### src/rtl/regfile_writeback_arbiter.sv
// Register file write-port arbiter: pipeline writeback, mul/div FIFO,
// and the pending-destination scoreboard used by the hazard unit.
module regfile_writeback_arbiter #(
    parameter int DEPTH = 2
) (
    input  logic        clk,
    input  logic        reset,
    input  logic        pipe_valid,
    input  logic [4:0]  pipe_rd,
    input  logic [31:0] pipe_data,
    input  logic        md_issue,
    input  logic [4:0]  md_issue_rd,
    input  logic        md_valid,
    input  logic [4:0]  md_rd,
    input  logic [31:0] md_data,
    output logic        md_ready,
    output logic [4:0]  rf_w_address,
    output logic [31:0] rf_w_data,
    output logic        rf_w_enable,
    output logic [31:0] pending,
    output logic [1:0]  q_count
);

    localparam logic [1:0] LAST    = 2'(DEPTH - 1);
    localparam logic [1:0] DEPTH_C = 2'(DEPTH);

    logic [4:0]  q_rd   [4];
    logic [31:0] q_data [4];
    logic [1:0]  head;
    logic [1:0]  tail;

    logic        xfer;
    logic        fifo_nempty;
    logic        sel_pipe;
    logic        sel_fifo;
    logic        sel_byp;
    logic        sel_any;
    logic        sel_md;
    logic        enq;
    logic        deq;
    logic [4:0]  sel_rd;
    logic [31:0] sel_data;
    logic [31:0] pend_next;
    logic [1:0]  count_next;

    function automatic logic [1:0] ptr_inc(input logic [1:0] p);
        return (p == LAST) ? 2'd0 : p + 2'd1;
    endfunction

    assign md_ready = (q_count < DEPTH_C);

    always_comb begin
        xfer        = md_valid && md_ready;
        fifo_nempty = (q_count != 2'd0);
        sel_pipe    = pipe_valid;
        sel_fifo    = !pipe_valid && fifo_nempty;
        sel_byp     = !pipe_valid && !fifo_nempty && md_valid;
        sel_any     = sel_pipe || sel_fifo || sel_byp;
        sel_md      = sel_fifo || sel_byp;
        // A bypassed result is written directly, never stored.
        enq         = xfer && !sel_byp;
        deq         = sel_fifo;
    end

    always_comb begin
        sel_rd   = 5'd0;
        sel_data = 32'd0;
        unique case (1'b1)
            sel_pipe: begin
                sel_rd   = pipe_rd;
                sel_data = pipe_data;
            end
            sel_fifo: begin
                sel_rd   = q_rd[head];
                sel_data = q_data[head];
            end
            sel_byp: begin
                sel_rd   = md_rd;
                sel_data = md_data;
            end
            default: begin
                sel_rd   = 5'd0;
                sel_data = 32'd0;
            end
        endcase
    end

    // A new issue outranks the retirement of an older op to the same rd.
    always_comb begin
        pend_next = pending;
        if (sel_md) begin
            pend_next[sel_rd] = 1'b0;
        end
        if (md_issue) begin
            pend_next[md_issue_rd] = 1'b1;
        end
        pend_next[0] = 1'b0;
    end

    always_comb begin
        count_next = q_count;
        unique case ({enq, deq})
            2'b10:   count_next = q_count + 2'd1;
            2'b01:   count_next = q_count - 2'd1;
            default: count_next = q_count;
        endcase
    end

    always_ff @(posedge clk or posedge reset) begin
        if (reset) begin
            rf_w_enable  <= 1'b0;
            rf_w_address <= 5'd0;
            rf_w_data    <= 32'd0;
            pending      <= 32'd0;
            q_count      <= 2'd0;
            head         <= 2'd0;
            tail         <= 2'd0;
        end else begin
            rf_w_enable <= sel_any && (sel_rd != 5'd0);
            if (sel_any) begin
                rf_w_address <= sel_rd;
                rf_w_data    <= sel_data;
            end
            pending <= pend_next;
            q_count <= count_next;
            if (deq) begin
                head <= ptr_inc(head);
            end
            if (enq) begin
                tail <= ptr_inc(tail);
            end
        end
    end

    always_ff @(posedge clk) begin
        if (enq) begin
            q_rd[tail]   <= md_rd;
            q_data[tail] <= md_data;
        end
    end

endmodule

### config.mk
export PLATFORM = sky130hd
export DESIGN_NAME = regfile_writeback_arbiter
export DESIGN_NICKNAME = d
export VERILOG_FILES = /design/src/rtl/regfile_writeback_arbiter.sv
export SDC_FILE = /design/constraint.sdc
export NUM_CORES = 1
export LEC_CHECK = 0
export CAP_MARGIN = 30
export CORE_MARGIN = 10
export CORE_UTILIZATION = 50
export CTS_BUF_LIST = sky130_fd_sc_hd__clkbuf_4
export DETAILED_ROUTE_END_ITERATION = 6
export GPL_TIMING_DRIVEN = 0
export PLACE_DENSITY_LB_ADDON = 0.08
export SYNTH_ARGS = -nofsm -noshare
export SYNTH_HDL_FRONTEND = slang
export SYNTH_SLANG_ARGS = --single-unit
### constraint.sdc
create_clock -name clk -period 5.3 [get_ports clk]
set_input_delay 0.53 -clock clk [delete_from_list [all_inputs] [get_ports clk]]
set_output_delay 0.53 -clock clk [all_outputs]
set_load 0.01 [all_outputs]
==> summary.md <==
| Metric | Value |
|---|---|
| Nets | 893 |
| Peak supply drop | 280 uV |
| Via-per-instance ratio | 5.81 |
| Synthesized area | 9110 sq um |
| # rows | 49 |
| Worst-Margin Slew | 0.952 ns |
| Min Tclk post-route | 2.92 ns |
| Final WS setup | 2.38 ns |
| Overall Power | 5.60 mW |
| P_leak | 4.18 nW |
| Worst-path clk slew | 0.07 ns |
| Flop2flop setup slack | 2.38 ns |
| Yosys Warn Count | 0 |
| CP arrival | 3.42 ns |
| Die footprint | 24,000 sq um |
| Number of global-route vias before repair | 6,733 |
| Worst setup EP type | flip-flop |
| Total track usage | 0.197 |
| Layout area overhead | 30.4% |
| Max_cap viols | 0 |
| Overflow after GRT | 0 |
| Run status | finished, final reports clean |
| Clock Sinks | 223 |
| Async SR Flop Fraction | 0.336 |
| Routability congestion estimate | 0.802 |
| Worst-Skew Late Latency | 0.68 ns |
| R2R depth | 7 |
| Io pins | 157 |
| Final setup viols | 0 |
| Pwr dens | 471 nW/um^2 |
| Cell count after synthesis | 586 |
| CTS buffer count | 56 |
| Post-CTS Setup Bufs | 0 |
| # DRC | 0 |
| Startpoint Class | flip-flop |
| Initial antenna violation count | 2 |
| Worst r2r src | q_count[0] |
| Highest net fanout along the worst path | 10 |
| CTS tree | yes |
| HP Class | in2async |
| Htree depth | 2 |
| Synthesis-stage register bit count | 223 |
| Largest net degree at the start of global routing | 52 |
| CP max-delay cell | clkbuf_1 |
| Global-route wire length before repair | 37.5 mm |
| Core Box Area | 18,000 sq um |
| Die Span Y | 155 microns |
| Post-synth EDFFs | 148 |
| Crit path cell chain | buf_2 -> nor2_1 -> clkbuf_1 -> nand2_1 -> buf_1 -> o22ai_1 -> a21oi_1 |
| Setup WS pre-CTS | 1.89 ns |
| Layout cells sized above 1 | 0.205 |
| Slew headroom | 0.365 |
| Mean Syn Cell Area | 15.6 sq um |
| Fin util | 0.662 |
| Final WL | 24.2 mm |
| Clock buffer depth | 3 |
| Worst Path Required | 5.81 ns |
| Root buf cell | clkbuf_4 |
| Initial Utilization | 0.507 |
| Hold Buf Count CTS | 0 |
| Yosys cell types | 51 |
| Die Width | 155 microns |
| Final Max Tran Viols | 0 |
| Seq/Total Area, Yosys | 0.694 |
| DR pass1 iterations | 5 |
| Post-synthesis net count | 671 |
| Synth Flop Type | edfxtp_1 |
| Final hold vios | 0 |
| Post_cts resized | 0 |
| Crit Path Class | reg2reg |
| Drt initial violations | 385 |
| Worst r2r dst | rf_w_data[24] |
| RSZ-0062 raised after global routing | no |
| Post-DR wirelength/cell | 22.3 microns |
| Max incr delay on CP | 0.53 ns |
| Fmax | 343 MHz |
| IO buf count | 154 |
| Final period util | 0.550 |
| ANT nets after route | 0 |
| DP HPWL | 16.8 mm |
| Vias | 6,306 |
| Skew final | 0.0386 ns |
[metrics by stage]
stage               hold slack, ns  area, sq um  setup TNS [ns]  std cells
floorplan                    0.501         9110               0        586
global placement             0.461        10900         -137.86        969
detailed placement           0.463        11100               0        979
CTS                          0.184        11900               0       1084
global route                 0.192        11900               0       1085
finish                       0.218        11900               0       1085
[placed cells by master (no fill, tap or decap), drive strengths merged, types with 2 or more instances in the layout]
| cell | Yosys | layout |
|---|---|---|
| clkdlybuf4s50 | 0 | 154 |
| nand3 | 6 | 6 |
| o31ai | 19 | 19 |
| o41ai | 4 | 4 |
| dfrtp | 75 | 75 |
| clkinv | 0 | 6 |
| inv | 9 | 11 |
| o221ai | 2 | 2 |
| and3 | 2 | 2 |
| nand2 | 15 | 15 |
| edfxtp | 148 | 148 |
| o21ai | 67 | 67 |
| nor2b | 4 | 4 |
| xnor2 | 4 | 4 |
| o22ai | 33 | 33 |
| or3 | 2 | 2 |
| a21oi | 36 | 36 |
| or3b | 3 | 3 |
| clkbuf | 22 | 119 |
| buf | 18 | 28 |
| nand4 | 4 | 4 |
| nor3 | 2 | 2 |
| nor2 | 7 | 7 |
| mux4 | 37 | 37 |
| a21o | 3 | 3 |
| nand3b | 37 | 37 |
| and2 | 5 | 5 |
| nor3b | 4 | 4 |
[final cells by class]
cell class | instances | area (sq um)
Sequential cell | 223 | 6320
Buffer | 40 | 188
Clock buffer | 97 | 728
Antenna cell | 1 | 2.50
Timing Repair Buffer | 164 | 1700
Fill cell | 1330 | 6080
Inverter | 9 | 36.3
Clock inverter | 8 | 31.3
Tap cell | 229 | 287
Multi-Input combinational cell | 314 | 2590
[critical path, delay by kind of cell (launching register included)]
family / cells / cell delay [ns]
buffers and inverters: 3 / 1.15
DFF: 1 / 0.37
AOI/OAI and AO/OA: 2 / 0.33
and+or+nand+nor: 2 / 0.88
[registers in the layout (all words and copies together), names as in the netlist]
register and cells:
pending 31, tail 2, rf_w_enable 1, head 2
q_count 2, q_data 128, q_rd 20, rf_w_data 32
rf_w_address 5
[logic make-up (layout without fill, tap and decap cells)]
logic type | count (synthesis) | after routing | synth area share
adder cells (fa/ha/maj) | 1 | 1 | 0.00137
multiplexers | 37 | 37 | 0.0914
buffers and inverters | 49 | 318 | 0.0243
AND/OR/NAND/NOR | 93 | 93 | 0.0651
XOR/XNOR | 5 | 5 | 0.00480
other | 1 | 2 | 0.000411
flip-flops | 223 | 223 | 0.694
AO/OA/AOI/OAI | 177 | 177 | 0.119
[worst max path at each step]
| stage | startpoint | cells past startpoint | endpoint |
|---|---|---|---|
| finish | q_count[0] | 7 | rf_w_data[24] |
| global route | q_count[0] | 7 | rf_w_data[25] |
| CTS | q_count[0] | 7 | rf_w_data[28] |
| detailed placement | pipe_valid | 7 | q_data[2][26] |
| global placement | pipe_valid | 5 | q_data[2][6] |
| floorplan | pipe_valid | 4 | q_data[2][0] |
[Yosys cell counts (2+ instances only)]
| library cell | instances | area share |
|---|---|---|
| edfxtp_1 | 148 | 0.49 |
| dfrtp_1 | 75 | 0.21 |
| o21ai_0 | 52 | 0.029 |
| mux4_2 | 37 | 0.091 |
| nand3b_1 | 37 | 0.030 |
| a21oi_1 | 36 | 0.020 |
| o22ai_1 | 33 | 0.023 |
| clkbuf_1 | 22 | 0.0091 |
| o31ai_1 | 19 | 0.016 |
| nand2_1 | 15 | 0.0062 |
| o21ai_1 | 15 | 0.0082 |
| buf_2 | 9 | 0.0049 |
| inv_1 | 9 | 0.0037 |
| nor2_1 | 7 | 0.0029 |
| buf_1 | 5 | 0.0021 |
| nand3_1 | 5 | 0.0027 |
| and2_1 | 4 | 0.0027 |
| nand4_1 | 4 | 0.0027 |
| nor2b_1 | 4 | 0.0027 |
| o41ai_2 | 4 | 0.0071 |
| xnor2_1 | 4 | 0.0038 |
| a21o_1 | 3 | 0.0025 |
| buf_6 | 3 | 0.0037 |
| or3b_2 | 3 | 0.0029 |
| and3_1 | 2 | 0.0014 |
| nor3_1 | 2 | 0.0011 |
| nor3b_1 | 2 | 0.0016 |
| nor3b_2 | 2 | 0.0027 |
| o221ai_1 | 2 | 0.0019 |
| or3_1 | 2 | 0.0014 |
[power breakdown]
part | total (mW) | switching (mW) | internal (mW)
Clock | 1.50 | 0.681 | 0.817
Combinational | 1.76 | 0.885 | 0.878
Sequential | 2.34 | 0.159 | 2.18
Total | 5.60 | 1.73 | 3.87
[per-layer routing]
metal / part of all wire / GRT usage / vias to the layer above
met5: 0.00070 / 0 / -
met4: 0.032 / 0.0864 / 2
met3: 0.075 / 0.0585 / 65
met2: 0.49 / 0.326 / 263
met1: 0.40 / 0.236 / 3153
li1: - / - / 2823
No activity file was read; power rests on OpenSTA's default activity.
